<file path="src/rtl/crypto_frame_packer_pkg.sv">
// Shared types and constants for the crypto frame packer and its consumers.
// The header-beat packing helper is reused by downstream crypto benches.
package crypto_frame_packer_pkg;

    localparam int unsigned CFP_DATA_WIDTH  = 128;
    localparam int unsigned CFP_NONCE_WIDTH = 96;
    localparam logic [31:0] CFP_CTR_INIT    = 32'h0000_0001;

    typedef enum logic [2:0] {
        StIdle,
        StKey,
        StHdr,
        StPayload,
        StLastWait,
        StDrop
    } cfp_state_e;

    function automatic logic [127:0] pack_hdr(input logic [95:0] nonce, input logic [31:0] ctr);
        return {nonce, ctr};
    endfunction

endpackage

</file>
<file path="src/rtl/crypto_frame_packer_axis_out_reg.sv">
// Single-entry registered AXI-Stream output stage. Accepts a new beat whenever
// it is empty or its current beat is draining; holds the beat stable while stalled.
module crypto_frame_packer_axis_out_reg #(
    parameter int unsigned W = 128
) (
    input  logic         i_clk,
    input  logic         i_rst_n,
    input  logic         i_valid,
    input  logic [W-1:0] i_data,
    input  logic         i_last,
    output logic         o_ready,
    output logic         o_valid,
    output logic [W-1:0] o_data,
    output logic         o_last,
    input  logic         i_ready
);

    logic         r_valid;
    logic [W-1:0] r_data;
    logic         r_last;
    logic         w_ready;

    assign w_ready = !r_valid || i_ready;

    always_ff @(posedge i_clk) begin
        if (!i_rst_n) begin
            r_valid <= 1'b0;
            r_data  <= '0;
            r_last  <= 1'b0;
        end else if (i_valid && w_ready) begin
            r_valid <= 1'b1;
            r_data  <= i_data;
            r_last  <= i_last;
        end else if (i_ready) begin
            r_valid <= 1'b0;
        end
    end

    assign o_ready = w_ready;
    assign o_valid = r_valid;
    assign o_data  = r_data;
    assign o_last  = r_last;

endmodule

</file>
<file path="src/rtl/crypto_frame_packer.sv">
// Builds crypto frames (key beat, header beat, payload) and sequences the nonce.
// Optional payload-length limit with truncation/drop is enabled by MAX_BEATS_EN.
module crypto_frame_packer
    import crypto_frame_packer_pkg::*;
#(
    parameter int unsigned DATA_WIDTH  = CFP_DATA_WIDTH,
    parameter int unsigned NONCE_WIDTH = CFP_NONCE_WIDTH,
    parameter logic [31:0] CTR_INIT    = CFP_CTR_INIT
`ifdef MAX_BEATS_EN
    ,
    parameter int unsigned MAX_BEATS   = 256
`endif
) (
    input  logic                   clk,
    input  logic                   rst_n,
    input  logic [DATA_WIDTH-1:0]  cfg_key,
    input  logic [NONCE_WIDTH-1:0] cfg_nonce,
    input  logic                   cfg_load,
    output logic                   S_AXIS_TREADY,
    input  logic [DATA_WIDTH-1:0]  S_AXIS_TDATA,
    input  logic                   S_AXIS_TLAST,
    input  logic                   S_AXIS_TVALID,
    output logic                   M_AXIS_TVALID,
    output logic [DATA_WIDTH-1:0]  M_AXIS_TDATA,
    output logic                   M_AXIS_TLAST,
    input  logic                   M_AXIS_TREADY,
    output logic [31:0]            frame_count,
    output logic                   nonce_wrap,
    output logic                   busy
`ifdef MAX_BEATS_EN
    ,
    output logic                   trunc_err
`endif
);

    cfp_state_e               r_state;
    logic [NONCE_WIDTH-1:0]   r_nonce;
    logic [NONCE_WIDTH-1:0]   r_pend_nonce;
    logic                     r_pend;
    logic [31:0]              r_frame_count;
    logic                     r_nonce_wrap;

    logic                     w_m_valid;
    logic [DATA_WIDTH-1:0]    w_m_data;
    logic                     w_m_last;
    logic                     w_stage_ready;
    logic                     w_ld_valid;
    logic [DATA_WIDTH-1:0]    w_ld_data;
    logic                     w_ld_last;
    logic                     w_m_hs;
    logic                     w_s_ready;
    logic                     w_s_hs;
    logic                     w_force_last;
    logic [NONCE_WIDTH:0]     w_nonce_inc;

`ifdef MAX_BEATS_EN
    localparam int unsigned BEAT_W = $clog2(MAX_BEATS) + 1;
    logic [BEAT_W-1:0] r_beats;
    logic              r_drop;
    logic              r_trunc_err;
    assign w_force_last = (r_beats == BEAT_W'(MAX_BEATS - 1));
    assign trunc_err    = r_trunc_err;
`else
    assign w_force_last = 1'b0;
`endif

    assign w_m_hs      = w_m_valid && M_AXIS_TREADY;
    assign w_s_ready   = ((r_state == StPayload) && w_stage_ready) || (r_state == StDrop);
    assign w_s_hs      = S_AXIS_TVALID && w_s_ready;
    assign w_nonce_inc = {1'b0, r_nonce} + (NONCE_WIDTH + 1)'(1);

    // Next beat offered to the output stage; the stage is always empty in IDLE.
    always_comb begin
        w_ld_valid = 1'b0;
        w_ld_data  = '0;
        w_ld_last  = 1'b0;
        case (r_state)
            StIdle: begin
                w_ld_valid = S_AXIS_TVALID;
                w_ld_data  = cfg_key;
            end
            StKey: begin
                w_ld_valid = w_m_hs;
                w_ld_data  = pack_hdr(r_nonce, CTR_INIT);
            end
            StPayload: begin
                w_ld_valid = w_s_hs;
                w_ld_data  = S_AXIS_TDATA;
                w_ld_last  = S_AXIS_TLAST || w_force_last;
            end
            default: ;
        endcase
    end

    crypto_frame_packer_axis_out_reg #(
        .W(DATA_WIDTH)
    ) u_out_reg (
        .i_clk   (clk),
        .i_rst_n (rst_n),
        .i_valid (w_ld_valid),
        .i_data  (w_ld_data),
        .i_last  (w_ld_last),
        .o_ready (w_stage_ready),
        .o_valid (w_m_valid),
        .o_data  (w_m_data),
        .o_last  (w_m_last),
        .i_ready (M_AXIS_TREADY)
    );

    always_ff @(posedge clk) begin
        if (!rst_n) begin
            r_state       <= StIdle;
            r_nonce       <= '0;
            r_pend_nonce  <= '0;
            r_pend        <= 1'b0;
            r_frame_count <= '0;
            r_nonce_wrap  <= 1'b0;
`ifdef MAX_BEATS_EN
            r_beats       <= '0;
            r_drop        <= 1'b0;
            r_trunc_err   <= 1'b0;
`endif
        end else begin
`ifdef MAX_BEATS_EN
            r_trunc_err <= 1'b0;
`endif
            if (cfg_load && (r_state != StIdle)) begin
                r_pend       <= 1'b1;
                r_pend_nonce <= cfg_nonce;
            end
            case (r_state)
                StIdle: begin
                    if (cfg_load) r_nonce <= cfg_nonce;
                    if (S_AXIS_TVALID) r_state <= StKey;
`ifdef MAX_BEATS_EN
                    r_beats <= '0;
`endif
                end
                StKey: if (w_m_hs) r_state <= StHdr;
                StHdr: if (w_m_hs) r_state <= StPayload;
                StPayload: begin
                    if (w_s_hs) begin
                        if (S_AXIS_TLAST) begin
                            r_state <= StLastWait;
`ifdef MAX_BEATS_EN
                        end else if (w_force_last) begin
                            r_state     <= StLastWait;
                            r_drop      <= 1'b1;
                            r_trunc_err <= 1'b1;
`endif
                        end
`ifdef MAX_BEATS_EN
                        r_beats <= r_beats + BEAT_W'(1);
`endif
                    end
                end
                StLastWait: begin
                    if (w_m_hs) begin
                        r_frame_count <= r_frame_count + 32'd1;
                        r_pend        <= 1'b0;
                        // A pending load overrides the per-frame increment.
                        if (cfg_load) begin
                            r_nonce <= cfg_nonce;
                        end else if (r_pend) begin
                            r_nonce <= r_pend_nonce;
                        end else begin
                            r_nonce <= w_nonce_inc[NONCE_WIDTH-1:0];
                            if (w_nonce_inc[NONCE_WIDTH]) r_nonce_wrap <= 1'b1;
                        end
`ifdef MAX_BEATS_EN
                        r_state <= r_drop ? StDrop : StIdle;
                        r_drop  <= 1'b0;
`else
                        r_state <= StIdle;
`endif
                    end
                end
`ifdef MAX_BEATS_EN
                StDrop: begin
                    if (w_s_hs && S_AXIS_TLAST) begin
                        r_state <= StIdle;
                        r_pend  <= 1'b0;
                        if (cfg_load) begin
                            r_nonce <= cfg_nonce;
                        end else if (r_pend) begin
                            r_nonce <= r_pend_nonce;
                        end
                    end
                end
`endif
                default: r_state <= StIdle;
            endcase
        end
    end

    assign S_AXIS_TREADY = w_s_ready;
    assign M_AXIS_TVALID = w_m_valid;
    assign M_AXIS_TDATA  = w_m_data;
    assign M_AXIS_TLAST  = w_m_last;
    assign frame_count   = r_frame_count;
    assign nonce_wrap    = r_nonce_wrap;
    assign busy          = (r_state != StIdle);

endmodule

</file>
<file path="config.mk">
export PLATFORM = sky130hd
export DESIGN_NAME = crypto_frame_packer
export DESIGN_NICKNAME = d
export VERILOG_FILES = /design/src/rtl/crypto_frame_packer_pkg.sv /design/src/rtl/crypto_frame_packer_axis_out_reg.sv /design/src/rtl/crypto_frame_packer.sv
export SDC_FILE = /design/constraint.sdc
export NUM_CORES = 1
export LEC_CHECK = 0
export CAP_MARGIN = 20
export CORE_AREA = 2 2 202 204
export CTS_BUF_LIST = sky130_fd_sc_hd__clkbuf_4 sky130_fd_sc_hd__clkbuf_8 sky130_fd_sc_hd__clkbuf_16
export CTS_CLUSTER_SIZE = 30
export DETAILED_ROUTE_END_ITERATION = 12
export DIE_AREA = 0 0 204 206
export DONT_BUFFER_PORTS = 1
export SLEW_MARGIN = 20
export SYNTH_ARGS = -nofsm -noshare
export SYNTH_HDL_FRONTEND = slang
export SYNTH_SLANG_ARGS = --single-unit
</file>
<file path="constraint.sdc">
create_clock -name clk -period 3.4 [get_ports clk]
set_input_delay 0.51 -clock clk [delete_from_list [all_inputs] [get_ports clk]]
set_output_delay 0.51 -clock clk [all_outputs]
set_load 0.03 [all_outputs]
</file>
==> summary.txt <==
Floorplanning
  • Die W: 204 µm
  • Row Count: 74
  • Starting density of the core: 47.0%
  • Number of top-level pins: 523
  • Die height: 206 µm
  • Die area: 42000 µm²
  • Core Area: 40200 µm²

Drt
  • Mean routed wirelength per cell: 27.4 µm
  • DR vias: 19.1k
  • Avg Vias per Cell: 6.38
  • DRT Wirelength: 82000 µm
  • Iter 0 DRT Violations: 2031
  • Antenna Nets Post-Route: 0
  • Initial DRT Pass Iterations: 8
  • # DRC: 0

GRT
  • Initial antenna violation count: 19
  • GRT Total Usage: 36.9%
  • Global-route wire length before repair: 116000 µm
  • Pin count of the biggest net entering global routing: 145
  • GRT overflow: 0
  • Vias in the first global route: 17.4k

Yosys
  • Ys async rst share: 0%
  • Syn. warnings: 0
  • Seq/Total Area, Yosys: 38.1%
  • Top_reg_cell synth: dfxtp_1
  • Post-synthesis instance total: 2533
  • EDFF count, synth: 0
  • Synthesized area: 18900 µm²
  • Mean Syn Cell Area: 7.45 µm²
  • Post-synth top cells: nand2_1, dfxtp_1, a21oi_1
  • Synth top area share: 38.1%
  • Post-synth net total: 2893
  • Cell taking the most area after synthesis: dfxtp_1
  • Count leader, synth: nand2_1
  • Yosys reg bits: 359
  • Main area contributors after synthesis: dfxtp_1, a21oi_1, nand2_1
  • Netlist cell types: 67

Clock tree
  • Clk buf depth: 3
  • Worst-Skew Late Latency: 0.58 ns
  • CTS tree: built
  • CTS resizes: 0
  • # H-tree levels: 2
  • CTS clock-pin slew for the worst setup and hold paths: 0.06 ns
  • Clk root buf: clkbuf_16
  • Clock Sinks: 359
  • Num CTS Buffers: 43
  • CTS Hold Buffers Added: 0
  • Setup Buffers After CTS: 0

Critical path
  • CP startpoint kind: flop
  • Type of destination of the critical path: flop
  • CP Max Fanout: 8
  • Req. time, crit path: 3.87 ns
  • Critical Path AT: 3.54 ns
  • R2R setup slack: 0.33 ns
  • Worst r2r path cells: 8
  • Reg2reg end: r_nonce[94]
  • Worst r2r src: r_nonce[2]
  • Crit path kind: flop to flop

Pwr
  • Leakage: 7.30 nW
  • Max VDD drop: 503 µV
  • PnR Total Power: 0.0186 W
  • Pwr dens: 894 nW/µm²

Placement
  • # port buffers: 0
  • Placed cell count: 2904
  • GPL Wtd Cong: 0.981
  • Post-detail-place hpwl: 59200 µm

STA
  • Tcrit/Tclk final: 90.2%
  • Endpoints failing setup: 0
  • F_max: 326 MHz
  • Final hold violations: 0
  • TNS Setup: 0 ns
  • Rel. slew slack: 27.1%
  • Final Max Slew Viols: 0
  • Fin Clk Skew: 0.0186 ns
  • Min Clock Period, post-route: 3.07 ns
  • RSZ-0062 raised after global routing: no
  • Worst Tran Pin Value: 1.09 ns

Final layout
  • Final cell count without fillers: 2992
  • Fill count: 3989
  • Utilization after layout: 51.8%
  • Nets: 2777
  • Layout cells sized above 1: 10.1%
  • Area Growth Syn to Fin: 10.2%

Hold path
  • Hold Crit Depth: 2
  • Hold Path Origin: rst_n
  • Type of the worst min-delay path: primary input to flop
  • Hold Path Sink: r_nonce[79]

Job
  • Max-cap viol count: 0

Outcome
  • Status: complete, no violations
## layout by cell type, fill, tap and decap left out, types with 8 or more instances in the layout
cell and count:
nor4_1 22, a31oi_1 20, a21oi_1 330, a21o_1 10, inv_1 19, o21ai_0 120, mux2_2 83, buf_4 41
and2_1 22, dfxtp_1 356, diode_2 12, nor3_1 70, xor2_1 40, nand4_1 52, nand2_1 371, a22oi_1 99
and3_1 28, nand3_1 89, a221oi_1 43, a211oi_1 8, clkbuf_4 12, nor2_1 326, clkinv_2 8, mux2i_1 13
clkbuf_16 45, or3_1 27, o211ai_1 30, and4_1 9, buf_12 11, xnor2_1 36
## registers in the layout, indices dropped and copies added, names as in the netlist
| name | count |
|---|---|
| frame_count | 32 |
| u_out_reg.o_valid | 1 |
| r_pend_nonce | 96 |
| nonce_wrap | 1 |
| u_out_reg.o_data | 128 |
| u_out_reg.o_last | 1 |
| r_pend | 1 |
| r_state | 3 |
| r_nonce | 96 |
## worst max path at each step
stage | from | to | slack, ns
floorplan | r_nonce[2] | r_nonce[74] | 0.77
global placement | r_nonce[3] | r_nonce[94] | 0.46
detailed placement | r_nonce[3] | r_nonce[94] | 0.39
CTS | r_nonce[2] | r_nonce[94] | 0.37
global route | r_nonce[2] | r_nonce[94] | 0.19
finish | r_nonce[2] | r_nonce[94] | 0.33
## critical path: stages (launching register included)
cell and delay (ns):
dfxtp_1 0.46, and4_1 0.30, and4_1 0.39, nand3_1 0.45, nor4_1 0.63, buf_4 0.21, nand4_1 0.11, mux2i_1 0.15
a221oi_1 0.26
## power by group
group,internal [W],switching (W)
combinational,0.00230,0.00418
sequential,0.00524,0.00207
clock,0.00289,0.00191
## through the flow
step / cell area [µm²] / hold WS (ns) / worst slack, ns
5_1_grt: 20800 / 0.0544 / 0.193
4_1_cts: 20800 / 0.0408 / 0.374
3_5_place_dp: 19300 / 0.444 / 0.386
3_3_place_gp: 19300 / 0.437 / 0.463
6_report: 20800 / 0.0499 / 0.332
2_1_floorplan: 18900 / 0.431 / 0.771
## cell type report
class	count	area [µm²]	area share, %
antenna	12	30.0	0.144
clock buffer	64	1310	6.31
clock inverter	12	139	0.668
inverter	21	86.3	0.415
multi-input combinational	1940	10800	52.1
sequential	359	7200	34.6
tap	532	666	3.20
timing repair buffer	52	528	2.54
## routing by layer
metal  up-vias  global-route usage (%)  share of wire (%)
li1       8787                       -                  -
met4        18                    25.4                7.0
met3       229                    9.29                8.5
met5         -                       0               0.15
met2       926                    62.6                 49
met1      9137                    40.8                 36
## cells by family (layout without fill, tap and decap cells)
| logic type | Yosys count | after routing | share of synthesized area (%) |
|---|---|---|---|
| flops | 359 | 359 | 38.1 |
| buf+inv | 234 | 149 | 4.76 |
| other cells | 0 | 12 | 0 |
| mux | 96 | 96 | 5.64 |
| fa+ha+maj | 2 | 2 | 0.133 |
| simple gates | 1059 | 1059 | 25.3 |
| xor+xnor | 76 | 76 | 3.53 |
| compound gates | 707 | 707 | 22.6 |
No activity file was read; power rests on OpenSTA's default activity.
